## config.mk

```make
export PLATFORM = sky130hd
export DESIGN_NAME = disp_scan_ctrl
export DESIGN_NICKNAME = d
export VERILOG_FILES = /design/src/rtl/disp_pkg.sv /design/src/rtl/seg7_decode.sv /design/src/rtl/disp_scan_ctrl.sv
export SDC_FILE = /design/constraint.sdc
export NUM_CORES = 1
export LEC_CHECK = 0
export CAP_MARGIN = 20
export CORE_MARGIN = 3
export CORE_UTILIZATION = 60
export DETAILED_ROUTE_END_ITERATION = 6
export PLACE_DENSITY_LB_ADDON = 0.08
export SYNTH_ARGS = -nofsm -noshare
export SYNTH_HDL_FRONTEND = slang
export SYNTH_SLANG_ARGS = --single-unit
```

## constraint.sdc

```tcl
create_clock -name clk -period 7.35 [get_ports clk]
set_clock_uncertainty 0.15 [all_clocks]
set_input_delay 1.1025 -clock clk [delete_from_list [all_inputs] [get_ports clk]]
set_output_delay 1.1025 -clock clk [all_outputs]
set_load 0.02 [all_outputs]
```

## src/rtl/disp_pkg.sv

```systemverilog
// Shared types and constants for the multiplexed 7-segment scan controller.
// Glyphs are active-low, bit0 = segment a.
package disp_pkg;

    typedef enum logic [1:0] {
        IDLE  = 2'd0,
        DRIVE = 2'd1,
        BLANK = 2'd2
    } state_e;

    localparam logic [6:0] SEG_OFF = 7'h7F;

    localparam logic [6:0] SEG_GLYPH [16] = '{
        7'h40, 7'h79, 7'h24, 7'h30, 7'h19, 7'h12, 7'h02, 7'h78,
        7'h00, 7'h10, 7'h08, 7'h03, 7'h46, 7'h21, 7'h06, 7'h0E
    };

endpackage

```

## src/rtl/seg7_decode.sv

```systemverilog
// Hex nibble to active-low 7-segment pattern, purely combinational.
module seg7_decode
    import disp_pkg::*;
(
    input  logic [3:0] nibble_i,
    output logic [6:0] seg_o
);

    assign seg_o = SEG_GLYPH[nibble_i];

endmodule

```

## src/rtl/disp_scan_ctrl.sv

```systemverilog
// Scan scheduler sharing one segment bus across NUM_DIGITS digits with a blank slot
// between digits; new content is held pending and committed only at frame boundaries.
module disp_scan_ctrl
    import disp_pkg::*;
#(
    parameter int NUM_DIGITS  = 4,
    parameter int TICK_DIV    = 12500,
    parameter int ON_TICKS    = 3,
    parameter int BLANK_TICKS = 1
) (
    input  logic                    clk,
    input  logic                    rstn,
    input  logic                    en,
    input  logic                    load_valid,
    input  logic [4*NUM_DIGITS-1:0] load_data,
    input  logic [NUM_DIGITS-1:0]   load_dp,
    input  logic [NUM_DIGITS-1:0]   load_mask,
    output logic                    load_ready,
    output logic [NUM_DIGITS-1:0]   an,
    output logic [6:0]              seg,
    output logic                    dp,
    output logic                    frame_done,
    output logic                    busy
);

    localparam int SLOT_MAX = (ON_TICKS > BLANK_TICKS) ? ON_TICKS : BLANK_TICKS;
    localparam int SW       = $clog2(SLOT_MAX + 1);
    localparam int IW       = $clog2(NUM_DIGITS);
    localparam int PW       = (TICK_DIV > 1) ? $clog2(TICK_DIV) : 1;

    state_e                  state_q, state_d;
    logic [IW-1:0]           idx_q, idx_d;
    logic [PW-1:0]           presc_q, presc_d;
    logic [SW-1:0]           slot_q, slot_d;
    logic [4*NUM_DIGITS-1:0] sh_data_q, pd_data_q;
    logic [NUM_DIGITS-1:0]   sh_dp_q, sh_mask_q, pd_dp_q, pd_mask_q;
    logic                    pend_full_q;
    logic [NUM_DIGITS-1:0]   an_q, an_d;
    logic [6:0]              seg_q, seg_d;
    logic                    dp_q, dp_d;
    logic                    tick, commit, accept;
    logic [3:0]              nib_sel;
    logic [6:0]              glyph;

    assign nib_sel = sh_data_q[4*idx_q +: 4];

    seg7_decode u_dec (
        .nibble_i (nib_sel),
        .seg_o    (glyph)
    );

    assign tick       = (state_q != IDLE) && (presc_q == PW'(TICK_DIV - 1));
    assign accept     = load_valid && !pend_full_q;
    assign load_ready = !pend_full_q;
    assign busy       = (state_q != IDLE);
    assign an         = an_q;
    assign seg        = seg_q;
    assign dp         = dp_q;

    always_comb begin
        state_d    = state_q;
        idx_d      = idx_q;
        slot_d     = slot_q;
        presc_d    = (state_q == IDLE || tick) ? '0 : presc_q + 1'b1;
        commit     = 1'b0;
        frame_done = 1'b0;
        an_d       = '1;
        seg_d      = SEG_OFF;
        dp_d       = 1'b1;

        if (state_q == DRIVE) begin
            an_d[idx_q] = ~sh_mask_q[idx_q];
            seg_d       = glyph;
            dp_d        = ~sh_dp_q[idx_q];
        end

        // Disable wins over everything: drop to IDLE with all counters cleared.
        if (!en) begin
            state_d = IDLE;
            idx_d   = '0;
            slot_d  = '0;
            presc_d = '0;
        end else begin
            case (state_q)
                IDLE: begin
                    commit  = pend_full_q;
                    state_d = DRIVE;
                    idx_d   = '0;
                    slot_d  = '0;
                    presc_d = '0;
                end
                DRIVE: begin
                    if (tick) begin
                        if (slot_q == SW'(ON_TICKS - 1)) begin
                            slot_d  = '0;
                            state_d = BLANK;
                        end else begin
                            slot_d = slot_q + 1'b1;
                        end
                    end
                end
                BLANK: begin
                    if (tick) begin
                        if (slot_q == SW'(BLANK_TICKS - 1)) begin
                            slot_d  = '0;
                            state_d = DRIVE;
                            if (idx_q == IW'(NUM_DIGITS - 1)) begin
                                idx_d      = '0;
                                frame_done = 1'b1;
                                commit     = pend_full_q;
                            end else begin
                                idx_d = idx_q + 1'b1;
                            end
                        end else begin
                            slot_d = slot_q + 1'b1;
                        end
                    end
                end
                default: state_d = IDLE;
            endcase
        end
    end

    always_ff @(posedge clk) begin
        if (!rstn) begin
            state_q     <= IDLE;
            idx_q       <= '0;
            presc_q     <= '0;
            slot_q      <= '0;
            sh_data_q   <= '0;
            sh_dp_q     <= '0;
            sh_mask_q   <= '0;
            pd_data_q   <= '0;
            pd_dp_q     <= '0;
            pd_mask_q   <= '0;
            pend_full_q <= 1'b0;
            an_q        <= '1;
            seg_q       <= SEG_OFF;
            dp_q        <= 1'b1;
        end else begin
            state_q <= state_d;
            idx_q   <= idx_d;
            presc_q <= presc_d;
            slot_q  <= slot_d;
            an_q    <= an_d;
            seg_q   <= seg_d;
            dp_q    <= dp_d;
            if (commit) begin
                sh_data_q <= pd_data_q;
                sh_dp_q   <= pd_dp_q;
                sh_mask_q <= pd_mask_q;
            end
            // Commit only happens with pending full, accept only with it empty.
            if (commit) begin
                pend_full_q <= 1'b0;
            end else if (accept) begin
                pd_data_q   <= load_data;
                pd_dp_q     <= load_dp;
                pd_mask_q   <= load_mask;
                pend_full_q <= 1'b1;
            end
        end
    end

endmodule

```

==> metrics.md <==
| Metric | Value |
|---|---|
| Non-filler cells, final | `523` |
| Filler cells | `449` |
| Drt wl/cell | `12.9 um` |
| CTS clock-pin slew for the worst setup and hold paths | `0.08 ns` |
| Max Transition Viols Final | `0` |
| Clk sinks | `81` |
| Setup ws final | `3.23 ns` |
| Crit path kind | `reg -> out` |
| DR iter-0 viols | `148` |
| Highest clock rate | `0.243 GHz` |
| Startpoint types | `register` |
| Final hold vios | `0` |
| Slew HR | `0.460` |
| Outcome | `completed` |
| Logic pwr share | `0.078` |
| Switch Pwr | `0.210 mW` |
| Vias in the first global route | `2613` |
| Power density over cell area | `206 nW/um2` |
| Max cap viols | `0` |
| Crit-path cells | `ha_1 -> or4bb_1 -> or4_4 -> nor4b_1 -> clkdlybuf4s50_1` |
| Setup violation total in the final timing report | `0` |
| Largest net degree at the start of global routing | `78` |
| Syn avg cell area | `9.03 um2` |
| Asr flop ratio synth | `0` |
| Die X | `84.7 um` |
| Synthesis Warnings | `0` |
| Final WL | `6760 um` |
| Via count | `2749` |
| WHS | `0.303 ns` |
| Initial antenna violation count | `0` |
| Count of cell types in the netlist | `40` |
| H-tree depth | `3` |
| Placed cell count | `507` |
| Fin nets | `490` |
| Peak VDD IR | `0.130 mV` |
| Worst path bufs/invs | `1` |
| Sw Ratio | `0.236` |
| Worst skew pair latency | `0.35 ns` |
| Register area | `1620 um2` |
| Hold buffers post-CTS | `0` |
| Register area share after synthesis | `0.436` |
| Top cells by area, synth | `dfxtp_1, nand2_1, mux2i_1, ha_1, a21boi_0` |
| Flop pwr share | `0.515` |
| Total chip power | `0.888 mW` |
| Fin crit period | `4.12 ns` |
| Mapped cell area | `3720 um2` |
| Global route overflow | `0` |
| Diodes inserted | `0` |
| Period utilization | `0.561` |
| Worst Hold Class | `reg -> reg` |
| Leakage | `1.53 nW` |
| CTS-repair resized insts | `0` |
| Syn_nets | `459` |
| Peak fanout along the critical path | `6` |
| Data required, critical path | `6.10 ns` |
| Number of synthesized flops with an enable pin | `0` |
| Yosys top cell by area | `dfxtp_1` |
| Worst Max-Slew Pin Slew | `0.807 ns` |
| Critical path endpoint category | `primary output` |
| Rows | `28` |
| DIE HEIGHT | `84.7 um` |
| CTS max path bufs | `2` |
| Critical-path top delay cell | `clkdlybuf4s50_1` |
| Routed vias/inst | `5.26` |
| DRT antenna net count | `0` |
| CTS tree | `yes` |
| Clock network power share | `0.407` |
| Setup_tns | `0 ns` |
| Int Power | `0.678 mW` |
| Most frequent cells in the layout | `nand2_1, dfxtp_1, clkdlybuf4s50_1, mux2i_1, a21boi_0` |
| Area of the multi-input gates | `1900 um2` |
| Drt pass-1 iters | `4` |
| Core area | `5960 um2` |
| Most used DFF post-synth | `dfxtp_1` |
| CTS buffer count | `9` |
| First-pass GRT wire length | `11800 um` |
| Final GP Congestion | `0.803` |
| Post-synthesis register bit count | `81` |
| Residual DRC | `0` |
| PortBufs | `42` |
| Root Buffer | `clkbuf_8` |
| Yosys top cell area share | `0.436` |
| Die ar. | `7180 um2` |
| Total track usage | `0.202` |
| Initial Util | `0.625` |
| Worst path top cell family by delay | `simple AND/OR/NAND/NOR gates` |
| # Post-CTS Setup Buffers | `0` |
| RSZ-0062 raised after global routing | `no` |
| Share of layout cells above drive strength 1 | `0.0692` |
| Cells after synthesis | `412` |
| DP HPWL | `4680 um` |
| CP Data Arrival Time | `2.87 ns` |
| Layout area overhead | `16.2%` |
| Worst slack at placement | `3.53 ns` |
| Commonest non-fill, non-tap cell in the layout | `nand2_1` |
| Top Ports | `43` |
| Max stage delay on crit path | `0.65 ns` |
-- cell usage after synthesis (2+ instances only) --
cell,instances
nand4_1,4
nand3b_1,2
nor2_1,22
ha_1,19
nor4b_1,3
mux2i_1,27
or4_4,2
buf_12,2
xnor2_1,4
o21a_1,2
a21oi_1,7
dfxtp_1,81
nand2_1,116
a22oi_1,2
dlygate4sd1_1,3
or3_1,4
mux4_2,6
o211ai_1,3
and3_1,4
clkbuf_1,18
nand2b_1,3
inv_1,12
o21ai_0,8
a31oi_1,2
nand3_1,8
and2_1,2
a21boi_0,24
xor2_1,8
buf_6,2
o221ai_1,2
-- final timing paths --
check               endpoint  slack, ns  cells past startpoint        from
setup / recovery  frame_done       3.23                      5  presc_q[0]
hold / removal    presc_q[0]       0.30                      1  presc_q[0]
setup reg to reg  sh_dp_q[2]       4.63                      7  presc_q[0]
hold reg to reg   presc_q[0]       0.30                      1  presc_q[0]
-- cells by family (layout without fill, tap and decap cells) --
kind of cell | Yosys count | after routing | synth area share
xor+xnor | 12 | 12 | 0.0283
compound gates | 52 | 52 | 0.0942
flops | 81 | 81 | 0.436
buf+inv | 37 | 73 | 0.0542
fa+ha+maj | 19 | 19 | 0.0639
mux | 33 | 33 | 0.109
simple gates | 178 | 178 | 0.215
-- power by group through the flow --
| stage | sequential, mW | combinational (mW) | clock, mW |
|---|---|---|---|
| after floorplan | 0.468 | 0.0445 | 0 |
| after global placement | 0.467 | 0.0688 | 0 |
| after detailed placement | 0.468 | 0.0699 | 0 |
| after CTS | 0.458 | 0.0701 | 0.368 |
| after global routing | 0.459 | 0.0775 | 0.387 |
| final | 0.458 | 0.0694 | 0.361 |
-- flip-flops by register name, indices dropped and copies added, names as in the netlist --
| register | count |
|---|---|
| slot_q | 2 |
| state_q | 2 |
| sh_mask_q | 4 |
| pd_mask_q | 4 |
| idx_q | 2 |
| pd_data_q | 16 |
| seg | 7 |
| dp | 1 |
| sh_data_q | 16 |
| sh_dp_q | 4 |
| presc_q | 14 |
| pend_full_q | 1 |
| an | 4 |
| pd_dp_q | 4 |
-- worst reg2reg max path, delay by kind of cell (launching register included) --
| family | cells | cell delay (ns) |
|---|---|---|
| adders and majority gates | 1 | 0.27 |
| muxes | 1 | 0.25 |
| and+or+nand+nor | 3 | 1.12 |
| buffers and inverters | 1 | 0.38 |
| AOI/OAI and AO/OA | 1 | 0.13 |
| DFF | 1 | 0.36 |
-- routing by layer --
layer / up-vias / routed length, um / GRT usage
met5: - / 0 / 0
met4: 0 / 141 / 0.0950
met1: 1242 / 3380 / 0.273
met3: 13 / 271 / 0.0373
met2: 56 / 2970 / 0.313
li1: 1438 / - / -
-- final cells by class --
class	count	share of cell area
Clock buffer	9	0.0287
Timing Repair Buffer	45	0.101
Multi-Input combinational cell	294	0.439
Inverter	12	0.0104
Tap cell	75	0.0217
Sequential cell	81	0.375
Clock inverter	7	0.0237
-- through the flow --
stage / cell area, um2 / utilization
2_1_floorplan: 3720 / -
3_3_place_gp: 4100 / 0.688
3_5_place_dp: 4100 / 0.688
4_1_cts: 4320 / 0.726
5_1_grt: 4320 / 0.726
6_report: 4320 / 0.726
Note: power is estimated with default switching activity, not from simulation.
